[config.mk]
export PLATFORM = sky130hd
export DESIGN_NAME = dff_bank_arbiter
export DESIGN_NICKNAME = d
export VERILOG_FILES = /design/src/rtl/dff_bank_arbiter.sv
export SDC_FILE = /design/constraint.sdc
export NUM_CORES = 1
export LEC_CHECK = 0
export ABC_CLOCK_PERIOD_IN_PS = 1980
export BUFFER_PORTS_ARGS = -buffer_cell sky130_fd_sc_hd__buf_2
export CORE_MARGIN = 1.5
export CORE_UTILIZATION = 45
export CTS_CLUSTER_SIZE = 28
export DETAILED_ROUTE_END_ITERATION = 10
export GPL_TIMING_DRIVEN = 1
export PLACE_DENSITY = 0.75
export SKIP_CTS_REPAIR_TIMING = 1
export SLEW_MARGIN = 30
export SYNTH_ARGS = -nofsm -noshare
export SYNTH_HDL_FRONTEND = slang
export SYNTH_SLANG_ARGS = --single-unit
[constraint.sdc]
create_clock -name CP -period 1.98 [get_ports CP]
set_clock_uncertainty 0.05 [all_clocks]
set_input_delay 0.198 -clock CP [delete_from_list [all_inputs] [get_ports CP]]
set_output_delay 0.198 -clock CP [all_outputs]
set_load 0.02 [all_outputs]
[src/rtl/dff_bank_arbiter.sv]
// Two-requester arbiter in front of a WIDTH-bit flip-flop bank with active-low set/clear overrides and a committed-write counter.
// Optional macro ARB_FIXED_PRI_EN: requester 0 always wins contention (no round-robin pointer).
module dff_bank_arbiter #(
   parameter int unsigned WIDTH = 4,
   parameter int unsigned CNT_W = 8
) (
   input  logic             CP,
   input  logic             RST,
   input  logic             REQ0,
   input  logic [WIDTH-1:0] D0,
   input  logic             REQ1,
   input  logic [WIDTH-1:0] D1,
   input  logic             SET_N,
   input  logic             CLR_N,
   output logic             GNT0,
   output logic             GNT1,
   output logic [WIDTH-1:0] Q,
   output logic [WIDTH-1:0] NQ,
   output logic             BUSY,
   output logic             DROP,
   output logic [CNT_W-1:0] WR_CNT
);

   typedef enum logic [1:0] {
      IDLE = 2'd0,
      WR0  = 2'd1,
      WR1  = 2'd2
   } state_t;

   state_t           state, state_nxt;
   logic [WIDTH-1:0] q_r, q_nxt;
   logic             drop_r, drop_nxt;
   logic [CNT_W-1:0] cnt_r, cnt_nxt;
   state_t           contend_pick;

`ifdef ARB_FIXED_PRI_EN
   assign contend_pick = WR0;
`else
   logic ptr, ptr_nxt;
   assign contend_pick = ptr ? WR1 : WR0;
`endif

   always_ff @(posedge CP or posedge RST) begin
      if (RST) begin
         state  <= IDLE;
         q_r    <= '0;
         drop_r <= 1'b0;
         cnt_r  <= '0;
`ifndef ARB_FIXED_PRI_EN
         ptr    <= 1'b0;
`endif
      end else begin
         state  <= state_nxt;
         q_r    <= q_nxt;
         drop_r <= drop_nxt;
         cnt_r  <= cnt_nxt;
`ifndef ARB_FIXED_PRI_EN
         ptr    <= ptr_nxt;
`endif
      end
   end

   always_comb begin
      state_nxt = state;
      q_nxt     = q_r;
      drop_nxt  = 1'b0;
      cnt_nxt   = cnt_r;
`ifndef ARB_FIXED_PRI_EN
      ptr_nxt   = ptr;
`endif
      case (state)
         IDLE: begin
            if (!CLR_N)      q_nxt = '0;
            else if (!SET_N) q_nxt = '1;
            if (REQ0 && REQ1) state_nxt = contend_pick;
            else if (REQ0)    state_nxt = WR0;
            else if (REQ1)    state_nxt = WR1;
         end
         WR0, WR1: begin
            state_nxt = IDLE;
`ifndef ARB_FIXED_PRI_EN
            // grant is consumed whether committed or dropped
            ptr_nxt   = (state == WR0);
`endif
            if (!CLR_N) begin
               q_nxt    = '0;
               drop_nxt = 1'b1;
            end else if (!SET_N) begin
               q_nxt    = '1;
               drop_nxt = 1'b1;
            end else begin
               q_nxt   = (state == WR0) ? D0 : D1;
               cnt_nxt = cnt_r + CNT_W'(1);
            end
         end
         default: state_nxt = IDLE;
      endcase
   end

   assign GNT0   = (state == WR0);
   assign GNT1   = (state == WR1);
   assign BUSY   = GNT0 | GNT1;
   assign Q      = q_r;
   assign NQ     = ~q_r;
   assign DROP   = drop_r;
   assign WR_CNT = cnt_r;

endmodule

==> flow_summary.yaml <==
pwr:
  power_leakage_nw: 0.582
  power_density_nw_per_um2: 1580
  irDropWorstVdd_uv: 1050
synth:
  yosys-top-cells-area: "dfrtp_1, ha_1, a221oi_2, xor2_1, inv_1"
  synthDistinctLibCells: 26
  synth-seq-cells: 16
  synth_top_area_share_pct: 46.0
  ys_warn_count: 0
  syn_area_um2: 870
  synthArstFlopShare_pct: 100
  synth_edf_count: 0
  yosysMostFrequentCell: "dfrtp_1"
  synth_area_leader_cell: "dfrtp_1"
  synth.net_count: 100
  synth-seq-area-share_pct: 46.0
  synth_ff_type: "dfrtp_1"
  avgSynthCellArea_um2: 10.6
  synth_common_cells: "dfrtp_1, inv_1, nand2_1, o21ai_0, xor2_1"
  synth_cells: 82
timing:
  fmaxAchievable_mhz: 555
  setup_violations: 0
  rsz0062_at_grt: "no"
  setup-tns-final_ns: 0
  fin_ws_ns: 0.177
  slew_viol_final: 0
  fin_crit_sh_pct: 91.1
  hold_viol_final: 0
  worst_pin_slew_ns: 0.592
  maxSlewHeadroom_pct: 60.5
  finalCriticalPeriod_ns: 1.80
  hold_slack_ns: 0.147
floorplan:
  core_area_um2: 1760
  fp.dieW_um: 47.0
  io_pins: 34
  die_y_um: 47.0
  initial_core_util_pct: 49.3
  die-area_um2: 2210
  rows: 15
cts:
  numCtsBuffers: 3
  cts_max_path_buffers: 2
  path_clk_slew_ns: 0.10
  clockRootBuffer: "clkbuf_4"
  cts_tree: "yes"
  clk_latency_ns: 0.29
  htreeDepth: 1
  clock_sinks: 16
global_route:
  grtUsageTotal_pct: 18.7
  use_met2_pct: 30.4
  grt_overflow_total: 0
  grt_pass1_wl_um: 2840
  top_usage_layer: "met2"
  grtUsageMet3_pct: 5.77
  met1_usage_pct: 25.1
  grt_max_degree: 17
  grt_pass1_vias: 629
  antenna_found_initial: 0
critical_path:
  rr_startpoint: "state[1]"
  worst-r2r-setup-slack_ns: 0.37
  cp-end-kind: "primary output"
  worstPathArrival_ns: 1.56
  r2r_cells: 5
  reg2reg_to: "Q[2]"
  slowest_stage: "dfrtp_1"
  slowest_delay_ns: 0.39
  crit_type: "register to primary output"
  crit_path_cell_trace: "inv_1, ha_1, buf_4, buf_2"
  cp_top_family: "buffers and inverters"
  required_ns: 1.73
  startpoint_type: "register"
  worstPathMaxFanout: 10
  crit_buf_inv: 3
worst_hold_path:
  holdPathStages: 2
  hold_start: "SET_N"
  min_to: "DROP"
  min_path_type: "input pin to register"
finish:
  diodes: 0
  final_area_um2: 1110
  nets: 138
  drive_gt1_share_pct: 40.3
  syn_to_final_growth_pct: 27.9
drt:
  drt_first_pass_iters: 6
  vias_per_cell: 4.99
  routedWlPerCell_um: 12.5
  vias: 719
  drtIter0Drc: 13
  drc: 0
  wl_um: 1800
  ant_nets: 0
outcome:
  status: "complete, no violations"
placement:
  io_buffers: 33
  place_congestion: 0.777
  dp_slack_ns: 0.401
  hpwlAfterDp_um: 1380
  dpl_cell_area_um2: 1070
job:
  cap_viol_max_count: 0
-- state kept, by name, indices dropped and copies added, names as in the netlist --
| register | count |
|---|---|
| ptr | 1 |
| state | 2 |
| WR_CNT | 8 |
| Q | 4 |
| DROP | 1 |
-- per-stage QoR --
step                cells  util (%)  power [mW]
finish                144      63.0        1.75
global route          144      63.0        1.88
CTS                   143      62.5        1.76
detailed placement    139      60.4        1.54
global placement      139      60.4        1.51
floorplan              82         -        1.24
-- power by group --
group,switching (mW),internal (mW)
Sequential,0.102,0.448
Clock,0.106,0.112
Combinational,0.588,0.396
Total,0.796,0.956
-- placed cells by master (no fill, tap or decap), types with 2 or more instances in the layout --
cell / Yosys / layout
buf_2: 2 / 33
mux2_2: 3 / 3
xor2_1: 5 / 5
buf_4: 0 / 2
a221oi_2: 3 / 3
nand2_1: 5 / 5
xnor2_1: 2 / 2
clkbuf_4: 0 / 3
nand4_1: 2 / 2
o21ai_1: 4 / 4
dfrtp_1: 16 / 16
nor3_1: 3 / 3
inv_1: 9 / 9
o21ai_0: 5 / 5
ha_1: 4 / 4
mux2_1: 3 / 3
nor2_1: 4 / 4
nor3_2: 2 / 2
-- worst reg2reg max path: stages (launching register included) --
cell	delay (ns)
dfrtp_1	0.40
inv_1	0.11
ha_1	0.31
mux2_2	0.37
o21ai_1	0.17
a221oi_2	0.09
-- cells by family after synthesis --
kind of cell / synth area share (%)
buffers and inverters: 5.61
multiplexers: 7.77
adder cells (fa/ha/maj): 5.76
AND/OR/NAND/NOR: 14.4
AO/OA/AOI/OAI: 13.4
XOR/XNOR: 7.05
flip-flops: 46.0
-- worst max path at each step --
stage | start | to | slack [ns] | depth (start not counted)
CTS | state[0] | BUSY | 0.17 | 4
floorplan | state[0] | ptr | 0.38 | 4
finish | state[0] | BUSY | 0.18 | 4
global route | state[0] | BUSY | 0.09 | 4
global placement | state[0] | WR_CNT[7] | 0.46 | 5
detailed placement | state[1] | Q[2] | 0.40 | 5
-- metal layers --
metal | vias to the layer above | share of wire (%)
li1 | 358 | -
met1 | 342 | 46
met2 | 17 | 49
met3 | 2 | 4.5
met4 | 0 | 0.33
met5 | - | 0
-- cell type report --
cell class | count | area (um^2)
fillers | 154 | 652
multi-input cells | 54 | 420
flip-flops and latches | 16 | 400
repair buffers | 36 | 190
clock buffers | 4 | 36.3
inverters | 9 | 33.8
well taps | 25 | 31.3
(Power assumes the default switching activity.)
